--- src/rtl/rsa_pkg.sv ---
// rsa_pkg: shared types and default parameters for the RSA arithmetic engine.
//   - Default modulus set: n=79 (7 bits), radix 2^3, p=1, R^2 mod n = 22
//     (R = 2^9, the smallest power of the radix that covers n_bit).
//   - FSM state encodings for mod_exp and mod_mul, plus a debug struct that
//     exposes both states and the internal mod_mul start line.
package rsa_pkg;

  localparam int                   DEF_N_BIT  = 7;
  localparam logic [DEF_N_BIT-1:0] DEF_N      = 7'd79;
  localparam int                   DEF_E_BIT  = 8;
  localparam int                   DEF_LOGR   = 3;
  localparam logic [DEF_LOGR-1:0]  DEF_P      = 3'd1;
  localparam logic [DEF_N_BIT-1:0] DEF_R2MODN = 7'd22;

  typedef enum logic [2:0] {
    ME_IDLE    = 3'd0,
    ME_SQR     = 3'd1,
    ME_SQR_REL = 3'd2,
    ME_MUL     = 3'd3,
    ME_MUL_REL = 3'd4,
    ME_NEXT    = 3'd5,
    ME_DONE    = 3'd6
  } me_state_t;

  typedef enum logic [1:0] {
    MM_IDLE   = 2'd0,
    MM_RUN    = 2'd1,
    MM_ENDING = 2'd2
  } mm_state_t;

  typedef struct packed {
    me_state_t state;
    mm_state_t mm_state;
    logic      mm_start;
  } mod_exp_dbg_t;

endpackage

--- src/rtl/mod_exp_if.sv ---
// mod_exp_if: request/response bundle of the modular-exponentiation engine.
//   start  : level request, sampled by the engine only while idle or done
//   base   : operand (< n), captured together with start
//   exp    : exponent, captured together with start
//   result : base^exp mod n, valid while done=1
//   done   : result is valid; engine waits for start to drop
//   busy   : an exponentiation is in progress
// Handshake: the master raises start with base/exp valid; the engine captures
// them on the first clock it sees start in IDLE and raises busy. When done
// rises, result is valid; holding start high keeps the engine in DONE,
// dropping start returns it to IDLE on the next clock.
interface mod_exp_if import rsa_pkg::*; #(
  parameter int N_BIT = DEF_N_BIT,
  parameter int E_BIT = DEF_E_BIT
);
  logic             start;
  logic [N_BIT-1:0] base;
  logic [E_BIT-1:0] exp;
  logic [N_BIT-1:0] result;
  logic             done;
  logic             busy;

  modport master (output start, base, exp, input result, done, busy);
  modport slave  (input start, base, exp, output result, done, busy);
endinterface

--- src/rtl/mod_exp_mul.sv ---
// mod_mul: z = x*y mod n using two radix-2^LOGR Montgomery passes:
//   pass 0: t = x*y*R^-1 mod n, pass 1: z = t*R2MODN*R^-1 mod n = x*y mod n.
// Ports:
//   clk, rst_n     : clock, asynchronous active-low reset
//   start_i        : level request; x_i/y_i must be stable while it is high
//   x_i, y_i       : operands (< n)
//   z_o            : product mod n, valid while done_o=1
//   done_o         : high in ENDING; leaves ENDING the cycle after start_i drops
//   state_o        : FSM state for observation
module mod_mul import rsa_pkg::*; #(
  parameter int               N_BIT  = DEF_N_BIT,
  parameter logic [N_BIT-1:0] N      = DEF_N,
  parameter int               LOGR   = DEF_LOGR,
  parameter logic [LOGR-1:0]  P      = DEF_P,
  parameter logic [N_BIT-1:0] R2MODN = DEF_R2MODN
) (
  input  logic             clk,
  input  logic             rst_n,
  input  logic             start_i,
  input  logic [N_BIT-1:0] x_i,
  input  logic [N_BIT-1:0] y_i,
  output logic [N_BIT-1:0] z_o,
  output logic             done_o,
  output mm_state_t        state_o
);
  localparam int K  = (N_BIT + LOGR - 1) / LOGR;  // radix digits per pass
  localparam int XW = K * LOGR;
  localparam int AW = N_BIT + LOGR + 1;            // holds A + x_i*y + q*n
  localparam int CW = (K > 1) ? $clog2(K) : 1;

  mm_state_t        state_q, state_d;
  logic [XW-1:0]    x_q, x_d;
  logic [N_BIT-1:0] y_q, y_d;
  logic [N_BIT:0]   a_q, a_d;   // accumulator stays below 2n
  logic [CW-1:0]    cnt_q, cnt_d;
  logic             pass_q, pass_d;
  logic [N_BIT-1:0] z_q, z_d;

  logic [AW-1:0]    t_sum, t_full;
  logic [LOGR-1:0]  q;
  logic [N_BIT:0]   a_next, a_red;

  // One Montgomery digit step: add x_i*y, add the multiple of n that clears
  // the low LOGR bits, then shift them out.
  always_comb begin
    t_sum  = AW'(a_q) + AW'(x_q[LOGR-1:0]) * AW'(y_q);
    q      = t_sum[LOGR-1:0] * P;
    t_full = t_sum + AW'(q) * AW'(N);
    a_next = (N_BIT+1)'(t_full >> LOGR);
    a_red  = (a_next >= {1'b0, N}) ? (a_next - {1'b0, N}) : a_next;
  end

  always_comb begin
    state_d = state_q;
    x_d     = x_q;
    y_d     = y_q;
    a_d     = a_q;
    cnt_d   = cnt_q;
    pass_d  = pass_q;
    z_d     = z_q;
    unique case (state_q)
      MM_IDLE: begin
        if (start_i) begin
          x_d     = XW'(x_i);
          y_d     = y_i;
          a_d     = '0;
          cnt_d   = '0;
          pass_d  = 1'b0;
          state_d = MM_RUN;
        end
      end
      MM_RUN: begin
        x_d   = x_q >> LOGR;
        a_d   = a_next;
        cnt_d = cnt_q + 1'b1;
        if (cnt_q == CW'(K - 1)) begin
          if (!pass_q) begin
            // Second pass brings the result out of the Montgomery domain.
            x_d    = XW'(a_red);
            y_d    = R2MODN;
            a_d    = '0;
            cnt_d  = '0;
            pass_d = 1'b1;
          end else begin
            z_d     = N_BIT'(a_red);
            state_d = MM_ENDING;
          end
        end
      end
      MM_ENDING: begin
        if (!start_i) state_d = MM_IDLE;
      end
      default: state_d = MM_IDLE;
    endcase
  end

  always_ff @(posedge clk or negedge rst_n) begin
    if (!rst_n) begin
      state_q <= MM_IDLE;
      x_q     <= '0;
      y_q     <= '0;
      a_q     <= '0;
      cnt_q   <= '0;
      pass_q  <= 1'b0;
      z_q     <= '0;
    end else begin
      state_q <= state_d;
      x_q     <= x_d;
      y_q     <= y_d;
      a_q     <= a_d;
      cnt_q   <= cnt_d;
      pass_q  <= pass_d;
      z_q     <= z_d;
    end
  end

  assign z_o     = z_q;
  assign done_o  = (state_q == MM_ENDING);
  assign state_o = state_q;
endmodule

--- src/rtl/mod_exp.sv ---
// mod_exp: result = base^exp mod n by left-to-right binary square-and-multiply,
// sequencing one shared mod_mul through its start/done handshake.
// Every exponent bit is processed (leading zeros square 1, which is harmless),
// so the number of squarings is independent of the exponent value.
// Ports:
//   clk, rst_n : clock, asynchronous active-low reset (also resets mod_mul)
//   ctrl_if    : slave side of mod_exp_if (start/base/exp in, result/done/busy out)
//   dbg_o      : controller state, mod_mul state and the internal mm_start
module mod_exp import rsa_pkg::*; #(
  parameter int               N_BIT  = DEF_N_BIT,
  parameter logic [N_BIT-1:0] N      = DEF_N,
  parameter int               E_BIT  = DEF_E_BIT,
  parameter int               LOGR   = DEF_LOGR,
  parameter logic [LOGR-1:0]  P      = DEF_P,
  parameter logic [N_BIT-1:0] R2MODN = DEF_R2MODN
) (
  input  logic         clk,
  input  logic         rst_n,
  mod_exp_if.slave     ctrl_if,
  output mod_exp_dbg_t dbg_o
);
  localparam int IW = (E_BIT > 1) ? $clog2(E_BIT) : 1;

  me_state_t        state_q, state_d;
  logic [N_BIT-1:0] base_q, base_d;
  logic [E_BIT-1:0] exp_q, exp_d;
  logic [N_BIT-1:0] acc_q, acc_d;
  logic [IW-1:0]    idx_q, idx_d;
  logic [N_BIT-1:0] mm_x_q, mm_x_d;
  logic [N_BIT-1:0] mm_y_q, mm_y_d;
  logic             mm_start_q, mm_start_d;

  logic [N_BIT-1:0] mm_z;
  logic             mm_done;
  mm_state_t        mm_state;

  mod_mul #(
    .N_BIT  (N_BIT),
    .N      (N),
    .LOGR   (LOGR),
    .P      (P),
    .R2MODN (R2MODN)
  ) u_mod_mul (
    .clk     (clk),
    .rst_n   (rst_n),
    .start_i (mm_start_q),
    .x_i     (mm_x_q),
    .y_i     (mm_y_q),
    .z_o     (mm_z),
    .done_o  (mm_done),
    .state_o (mm_state)
  );

  always_comb begin
    state_d    = state_q;
    base_d     = base_q;
    exp_d      = exp_q;
    acc_d      = acc_q;
    idx_d      = idx_q;
    mm_x_d     = mm_x_q;
    mm_y_d     = mm_y_q;
    mm_start_d = mm_start_q;
    unique case (state_q)
      ME_IDLE: begin
        if (ctrl_if.start) begin
          base_d  = ctrl_if.base;
          exp_d   = ctrl_if.exp;
          acc_d   = N_BIT'(1);
          idx_d   = IW'(E_BIT - 1);
          state_d = ME_SQR;
        end
      end
      // Operands are registered and acc/base_r do not change while the
      // multiplier runs, so mm_x/mm_y stay stable for the whole request.
      ME_SQR: begin
        mm_x_d = acc_q;
        mm_y_d = acc_q;
        if (mm_done) begin
          acc_d      = mm_z;
          mm_start_d = 1'b0;
          state_d    = ME_SQR_REL;
        end else begin
          mm_start_d = 1'b1;
        end
      end
      // mod_mul must be seen back in IDLE before the next request is raised.
      ME_SQR_REL: begin
        if (!mm_done) state_d = exp_q[idx_q] ? ME_MUL : ME_NEXT;
      end
      ME_MUL: begin
        mm_x_d = acc_q;
        mm_y_d = base_q;
        if (mm_done) begin
          acc_d      = mm_z;
          mm_start_d = 1'b0;
          state_d    = ME_MUL_REL;
        end else begin
          mm_start_d = 1'b1;
        end
      end
      ME_MUL_REL: begin
        if (!mm_done) state_d = ME_NEXT;
      end
      ME_NEXT: begin
        if (idx_q == '0) begin
          state_d = ME_DONE;
        end else begin
          idx_d   = idx_q - 1'b1;
          state_d = ME_SQR;
        end
      end
      ME_DONE: begin
        if (!ctrl_if.start) state_d = ME_IDLE;
      end
      default: state_d = ME_IDLE;
    endcase
  end

  always_ff @(posedge clk or negedge rst_n) begin
    if (!rst_n) begin
      state_q    <= ME_IDLE;
      base_q     <= '0;
      exp_q      <= '0;
      acc_q      <= '0;
      idx_q      <= '0;
      mm_x_q     <= '0;
      mm_y_q     <= '0;
      mm_start_q <= 1'b0;
    end else begin
      state_q    <= state_d;
      base_q     <= base_d;
      exp_q      <= exp_d;
      acc_q      <= acc_d;
      idx_q      <= idx_d;
      mm_x_q     <= mm_x_d;
      mm_y_q     <= mm_y_d;
      mm_start_q <= mm_start_d;
    end
  end

  // acc is only rewritten after the next start, so it doubles as the
  // held result.
  assign ctrl_if.result = acc_q;
  assign ctrl_if.done   = (state_q == ME_DONE);
  assign ctrl_if.busy   = (state_q != ME_IDLE) && (state_q != ME_DONE);

  assign dbg_o.state    = state_q;
  assign dbg_o.mm_state = mm_state;
  assign dbg_o.mm_start = mm_start_q;
endmodule

--- src/flat_wrapper.sv ---
// flat-port wrapper written by rule: the top's interface ports become plain ports
module mod_exp_flat import rsa_pkg::*;
#(
  parameter int               N_BIT  = DEF_N_BIT,
  parameter logic [N_BIT-1:0] N      = DEF_N,
  parameter int               E_BIT  = DEF_E_BIT,
  parameter int               LOGR   = DEF_LOGR,
  parameter logic [LOGR-1:0]  P      = DEF_P,
  parameter logic [N_BIT-1:0] R2MODN = DEF_R2MODN
)
  (clk, rst_n, dbg_o, ctrl_if_start, ctrl_if_base, ctrl_if_exp, ctrl_if_result, ctrl_if_done, ctrl_if_busy);
  mod_exp_if #(.N_BIT(N_BIT), .E_BIT(E_BIT)) ctrl_if_i ();
  input  logic clk;
  input  logic rst_n;
  output mod_exp_dbg_t dbg_o;
  input wire logic [$bits(ctrl_if_i.start)-1:0] ctrl_if_start;
  input wire logic [$bits(ctrl_if_i.base)-1:0] ctrl_if_base;
  input wire logic [$bits(ctrl_if_i.exp)-1:0] ctrl_if_exp;
  output wire logic [$bits(ctrl_if_i.result)-1:0] ctrl_if_result;
  output wire logic [$bits(ctrl_if_i.done)-1:0] ctrl_if_done;
  output wire logic [$bits(ctrl_if_i.busy)-1:0] ctrl_if_busy;
  assign ctrl_if_i.start = ctrl_if_start;
  assign ctrl_if_i.base = ctrl_if_base;
  assign ctrl_if_i.exp = ctrl_if_exp;
  assign ctrl_if_result = ctrl_if_i.result;
  assign ctrl_if_done = ctrl_if_i.done;
  assign ctrl_if_busy = ctrl_if_i.busy;
  mod_exp #(.N_BIT(N_BIT), .N(N), .E_BIT(E_BIT), .LOGR(LOGR), .P(P), .R2MODN(R2MODN)) u_core (.clk(clk), .rst_n(rst_n), .ctrl_if(ctrl_if_i), .dbg_o(dbg_o));
endmodule
--- config.mk ---
export PLATFORM = sky130hd
export DESIGN_NAME = mod_exp_flat
export DESIGN_NICKNAME = d
export VERILOG_FILES = /design/src/rtl/rsa_pkg.sv /design/src/rtl/mod_exp_if.sv /design/src/rtl/mod_exp_mul.sv /design/src/rtl/mod_exp.sv /design/src/flat_wrapper.sv
export SDC_FILE = /design/constraint.sdc
export NUM_CORES = 1
export LEC_CHECK = 0
export ABC_AREA = 1
export CAP_MARGIN = 25
export CORE_MARGIN = 3
export CORE_UTILIZATION = 40
export DETAILED_ROUTE_END_ITERATION = 12
export PLACE_DENSITY = 0.6
export SYNTH_ARGS = -nofsm -noshare
export SYNTH_HDL_FRONTEND = slang
export SYNTH_SLANG_ARGS = --single-unit
--- constraint.sdc ---
create_clock -name clk -period 5.19 [get_ports clk]
set_input_delay 1.2975 -clock clk [delete_from_list [all_inputs] [get_ports clk]]
set_output_delay 1.2975 -clock clk [all_outputs]
set_load 0.01 [all_outputs]
==> impl_metrics.ini <==
[clock_network]
htreeDepth = 3
cts-root-buf = clkbuf_16
worstSkewPairLatency_ns = 0.33
cts_tree = done
cts-hold-fix-buffers = 0
clkTransAtPathRegs_ns = 0.06
numClockSinks = 78
clock_path_buffers = 2
cts_buffers = 9

[floorplanning]
rows = 41
die_area_sq_um = 14400
die_h_microns = 120.0
initial_core_util = 0.4104
top_level_ports = 33
die_width_microns = 120.0
core-area_sq_um = 12670

[grt]
grt_first_pass_wirelength_microns = 20220
grt-ovfl-total = 0
grt_pass1_vias = 4127
grt_max_degree = 79
grt_antenna_before_repair = 0
grt_usage = 0.1733

[setup_path]
r2r_cells = 23
cp-start-kind = register
cpMaxStageDelayCell = fa_2
arrival_ns = 5.24
end_kind = register
critPathMaxStageDelay_ns = 0.55
worstPathRequired_ns = 5.44
cp_max_fo = 10
criticalPathCategory = reg2reg
crit_top_cell = inv_1
cp_cell_sequence = nand2_1, fa_1, inv_1, fa_2, fa_2, fa_1, inv_1, fa_1, inv_1, ha_4, nand4_2, nand3_2, nand2_1, and2_4, ha_1, inv_1, nor2_4, nand2_2, nand2_4, nand2_8, o21ai_0, nand3_1, o21ai_1

[final_layout]
final_nets = 744
antenna_cells = 0
stdcell_count = 857
drive_above_1_share = 0.1620
syn_to_final_growth_pct = 19.47

[yosys]
ys_seq_area_frac = 0.3754
synth.area.top_cells = dfrtp_1 38%, inv_1 8.3%, nand2_1 7.9%
yosys.area.top_type = dfrtp_1
synth_warnings = 0
synth.most_common_cell = inv_1
ys_seq_elements = 78
synth_cells = 632
async_flop_share = 1.000
ys_types = 44
syn-cell-area_sq_um = 5200
synth_edf_count = 0
ys_top_cells_by_count = 115 x inv_1, 109 x nand2_1, 78 x dfrtp_1, 59 x o21ai_0, 45 x nand3_1
syn_nets = 696
postSynthAreaPerCell_sq_um = 8.228
synth.top_cell.area_share = 0.3754
synth_top_flop_cell = dfrtp_1

[routing]
routed_wl_microns = 12140
drc = 0
viasPerCell = 4.953
antenna_left = 0
first_iter_violations = 349
vias = 4245
wire_per_inst_microns = 14.16
first_pass_iters = 7

[timing]
finalCriticalPeriod_ns = 4.988
timing.final.crit_share = 0.9612
skew_ns = 0.006342
drv_slew = 0
tightest_slew_ns = 0.8052
fmax_mhz = 200.5
finalSetupViolCount = 0
max_slew_margin = 0.4596
finalHoldViolCount = 0

[hold_path]
whs_path_depth = 2
hold_path.class = reg2reg

[run]
drv_cap = 0

[power]
p_per_area_nw_per_um2 = 198.0
total_power_mw = 1.230
peakVddDrop_uv = 207.7
leakagePower_nw = 3.213

[placement]
hpwlAfterDp_microns = 9205
place.gp.congestion = 0.8716
dpl.cell_count = 832
io_buffers = 32

[run_status]
status = completed
==> where the power goes <==
group          internal [mW]  total [mW]  switching, mW
sequential             0.608       0.608              0
combinational         0.0132      0.0269         0.0137
clock                  0.349       0.595          0.246
total                  0.970        1.23          0.260
==> registers in the layout, indices dropped and copies added, names as in the netlist <==
name and cells:
u_core.u_mod_mul.z_o 7, u_core.idx_q 3, u_core.u_mod_mul.cnt_q 2, u_core.exp_q 8, u_core.u_mod_mul.a_q 8, u_core.u_mod_mul.pass_q 1
u_core.mm_start_q 1, u_core.ctrl_if.result 7, u_core.mm_x_q 7, u_core.u_mod_mul.y_q 7, u_core.base_q 7, u_core.u_mod_mul.x_q 8
u_core.u_mod_mul.state_o 2, u_core.state_q 3, u_core.mm_y_q 7
==> path summary, 6_finish.rpt <==
| kind | start | end | slack [ns] |
|---|---|---|---|
| worst max register to register | u_core.u_mod_mul.x_q[2] | u_core.u_mod_mul.x_q[7] | 0.20 |
| worst min register to register | u_core.mm_x_q[5] | u_core.mm_x_q[5] | 0.48 |
| max in group asynchronous | rst_n | u_core.u_mod_mul.y_q[5] | 3.82 |
| min in group asynchronous | rst_n | u_core.base_q[2] | 0.80 |
| worst min-delay path | u_core.mm_x_q[5] | u_core.mm_x_q[5] | 0.48 |
| worst max-delay path | u_core.u_mod_mul.x_q[2] | u_core.u_mod_mul.x_q[7] | 0.20 |
==> logic make-up after synthesis <==
group	count (synthesis)	synth area share
AO/OA/AOI/OAI	118	0.1266
XOR/XNOR	8	0.01492
adder cells (fa/ha/maj)	46	0.1338
buffers and inverters	133	0.1001
flip-flops	78	0.3754
multiplexers	15	0.03248
AND/OR/NAND/NOR	234	0.2168
==> critical path, delay by kind of cell, from the launching register on <==
| kind | cells | cell delay, ns |
|---|---|---|
| AO/OA/AOI/OAI | 2 | 0.31 |
| adder cells (fa/ha/maj) | 7 | 2.95 |
| buffers and inverters | 4 | 0.24 |
| flip-flops | 1 | 0.34 |
| AND/OR/NAND/NOR | 10 | 1.06 |
==> repair_timing <==
action                     in CTS  in global routing
setup buffers                   1                  6
pin swaps                       0                 11
hold endpoints to repair        0                  0
setup endpoints to repair       2                 16
resized for setup               0                 18
gates cloned                    0                  1
==> routing by layer <==
metal  vias up  wire length, microns  global-route usage
met5         -                     0                   0
li1       2121                     -                   -
met2        73                  5642              0.2687
met1      2041                  5874              0.2502
met4         0                   110             0.04796
met3        10                   511             0.03063
==> cell type report <==
type | instances | area, sq um
clock buffers | 11 | 252.7
clock inverters | 5 | 33.78
fillers | 1248 | 6459
inverters | 121 | 454.2
multi-input cells | 422 | 2846
flip-flops and latches | 78 | 1952
well taps | 172 | 215.2
repair buffers | 48 | 457.9
==> metrics by stage <==
stage	worst slack [ns]	hold slack, ns	utilization	TNS (ns)	cell area (sq um)
4_1_cts	0.003139	0.4858	0.4754	0	6023
3_3_place_gp	0.07182	0.4645	0.4522	0	5729
3_5_place_dp	0.008678	0.4709	0.4522	0	5729
2_1_floorplan	0.02391	0.4439	-	0	5202
6_report	0.2016	0.4831	0.4903	0	6212
5_1_grt	-0.01495	0.5141	0.4903	-0.03691	6212
==> layout by cell type (no fill, tap or decap), types with 2 or more instances in the layout <==
cell             synthesis  layout
a21o_1                   4       4
a21oi_1                 30      26
a21oi_2                  3       7
a22oi_1                  3       3
a31oi_1                  2       2
buf_4                    1      16
clkbuf_16                0       9
clkbuf_8                 0       2
clkdlybuf4s50_1          0      31
clkinv_1                 2       2
clkinv_2                 0       2
clkinvlp_4               0       2
dfrtp_1                 78      78
fa_1                    16      14
fa_2                     0       2
ha_1                    30      23
ha_4                     0       6
inv_1                  115     115
inv_2                    4       4
mux2_2                  15      15
nand2_1                109     108
nand2_2                 14      16
nand2_4                  5       5
nand2_8                  2       2
nand3_1                 45      43
nand3_2                  4       6
nand4_2                  2       2
nor2_1                  38      38
nor2_2                   5       5
nor2_4                   2       2
nor3_1                   3       3
o21ai_0                 59      59
o21ai_1                  4       4
o21bai_1                 2       2
o22ai_1                  6       6
xnor2_1                  4       4
xor2_1                   3       3
(Power assumes the default switching activity.)
==> edit, RTL diff (same settings) <==
Register the output `dbg_o`; this adds one clock of latency there. The other outputs are not delayed to match.
--- a/src/rtl/mod_exp.sv
+++ b/src/rtl/mod_exp.sv
@@ -22,2 +22,4 @@
   localparam int IW = (E_BIT > 1) ? $clog2(E_BIT) : 1;
+
+  mod_exp_dbg_t dbg_d;
 
@@ -146,5 +148,9 @@
 
-  assign dbg_o.state    = state_q;
-  assign dbg_o.mm_state = mm_state;
-  assign dbg_o.mm_start = mm_start_q;
+  assign dbg_d.state    = state_q;
+  assign dbg_d.mm_state = mm_state;
+  assign dbg_d.mm_start = mm_start_q;
+  always_ff @(posedge clk) begin
+    dbg_o <= dbg_d;
+  end
+
 endmodule
Function: changed (Yosys sat finds a counterexample within 4 cycles, from zero or initial values and one cycle with rst_n low).
==> edit against the original RTL <==
- synthesized area increased by 0.19%
- sequential cell count grew 6
- die area grew 0.18%
- worst setup slack gained 86 ps
- wire length down 0.84%
- clock skew decreased by 0.68 ps
- sequential share of layout area is 1.2 points higher
- cell area rose by 2.4%
- critical endpoint is now u_core.u_mod_mul.x_q[1]
- largest cell class unchanged
Power is not shown: default switching activity piles up to over one toggle a cycle in this logic, so the estimate is an artifact.
==> edit: results (changes against the original RTL) <==
----------------------------------------------------
[Status]
  Run status ... complete, no violations

[Global route]
  Wire length of the first global-routing pass ... 19.9 mm (-1.7%)
  Initial antenna violation count ... 0 (unchanged)
  Via count of the first global-routing pass ... 4205 (+1.9%)
  Largest net degree at the start of global routing ... 79 (unchanged)
  Overall Global Routing Usage ... 17.1% (-0.27 points)

[Logic synthesis]
  Synth Warn # ... 0 (unchanged)
  Sequential element share of the synthesized area ... 39.8% (+2.2 points)
  Nets in the synthesized netlist ... 675 (-3.0%)
  Number of distinct library cells after synthesis ... 48 (+9.1%)
  Top cells by area in the synthesized netlist ... dfrtp_1, inv_1, nand2_1
  Leading cell types by count after synthesis ... inv_1, nand2_1, dfrtp_1, nor2_1
  Ys flop type ... dfrtp_1
  Fraction of synthesis flops using an asynchronous set or reset pin ... 92.9% (-7.1 points)

[Detailed routing]
  Drt first pass iters ... 6 (-1)
  Drt via density ... 5.00 (+1.0%)
  Final routed wire length divided by cell count ... 14.3 um (+1.3%)
  DRC marker count from the first detailed-route iteration ... 271 (-22%)

[Cells and area]
  Antenna diode instance count ... 0 (unchanged)
  Total Nets Final ... 726 (-2.4%)
  Layout cell share with drive strength beyond 1 ... 16.0% (-0.16 points)
  Registers with the most flip-flops ... u_core.exp_q (8), u_core.u_mod_mul.a_q (8), u_core.u_mod_mul.x_q (8)

[Clock tree]
  Register clock-pin slew on the reported worst setup and hold paths ... 60 ps (about the same)
  Total CTS buffers ... 9 (unchanged)
  Clock root cell ... clkbuf_16
  Maximum clock path buffer count ... 2 (unchanged)
  Maximum level of the CTS H-tree ... 3 (unchanged)
  Clock latency on the worst-skew pair ... 330 ps (about the same)

[Critical path]
  RR Endpoint ... u_core.u_mod_mul.x_q[1]
  Worst path max stage delay ... 550 ps (about the same)
  Flop-to-flop setup slack ... 290 ps (+90 ps)
  Slowest CP cell ... fa_1
  CP arrival ... 5110 ps (-130 ps)
  Worst-case reg-to-reg path depth ... 28 (+22%)
  Worst Path Max Fanout ... 7 (-3)
  R2r startpoint ... u_core.u_mod_mul.x_q[2]

[Hold path]
  Hold Path Origin ... u_core.mm_start_q
  Hold Path Sink ... u_core.dbg_o[0]
  Hold WC Path Type ... register to register
  Cell depth of the worst hold path ... 0 (-2)

[Place]
  Weighted congestion at the end of routability-driven global placement ... 0.852 (-2.2%)
  Count of input and output buffers ... 32 (unchanged)
  Detailed placement HPWL ... 9.12 mm (-0.90%)

[STA]
  Fin Clk Skew ... 5.66 ps (-0.684 ps)
  Worst rel slew slack ... 49.7% (+3.7 points)

----------------------------------------------------
-- edit: repair_timing --
item | CTS | global route
setup endpoints to repair | 0 | 15
resized for setup | 0 | 27
buffers inserted | 0 | 3
-- edit: critical path, delay by kind of cell (launching register included) --
family,cells,cell delay [ps]
buffers and inverters,5,390
adders and majority gates,5,2110
and+or+nand+nor,12,1090
AOI/OAI and AO/OA,5,690
DFF,1,380
xor gates and xnor gates,1,110
-- edit: metrics by stage --
step | setup slack (ps) | hold WS (ps) | setup TNS (ps) | cells | instance area (um2)
3_3_place_gp | 113 | 393 | 0 | 816 | 5800
4_1_cts | 23.6 | 402 | 0 | 832 | 6110
6_report | 288 | 400 | 0 | 839 | 6360
2_1_floorplan | 25.4 | 368 | 0 | 611 | 5220
5_1_grt | -51.2 | 414 | -61.1 | 839 | 6360
3_5_place_dp | 39.8 | 389 | 0 | 816 | 5800
-- edit: cells by family after synthesis --
kind of cell | count (synthesis) | share of synthesized area (%)
flops | 84 | 39.8
compound gates | 106 | 13.1
fa+ha+maj | 46 | 13.4
xor+xnor | 11 | 2.21
simple gates | 217 | 19.0
buf+inv | 133 | 9.63
mux | 14 | 2.98
-- edit: how the worst max path moves through the flow --
stage,slack [ps],startpoint,to
CTS,20,u_core.u_mod_mul.x_q[2],u_core.u_mod_mul.x_q[1]
finish,290,u_core.u_mod_mul.x_q[2],u_core.u_mod_mul.x_q[1]
floorplan,30,u_core.u_mod_mul.x_q[0],u_core.u_mod_mul.x_q[0]
global placement,110,u_core.u_mod_mul.x_q[2],u_core.u_mod_mul.x_q[1]
global route,-50,u_core.u_mod_mul.x_q[2],u_core.u_mod_mul.x_q[6]
detailed placement,40,u_core.u_mod_mul.x_q[2],u_core.u_mod_mul.x_q[1]
-- edit: cell type report --
type | count | area (um2)
inverters | 121 | 454
clock buffers | 12 | 246
fillers | 1195 | 6310
clock inverters | 4 | 72.6
multi-input cells | 396 | 2810
well taps | 172 | 215
repair buffers | 50 | 485
flip-flops and latches | 84 | 2070
-- edit: routing by layer --
layer	wire, um	global-route usage, %	up-vias
li1	-	-	2075
met1	5860	25.1	2012
met2	5470	26.2	96
met3	573	2.97	15
met4	136	4.15	0
met5	0	0	-
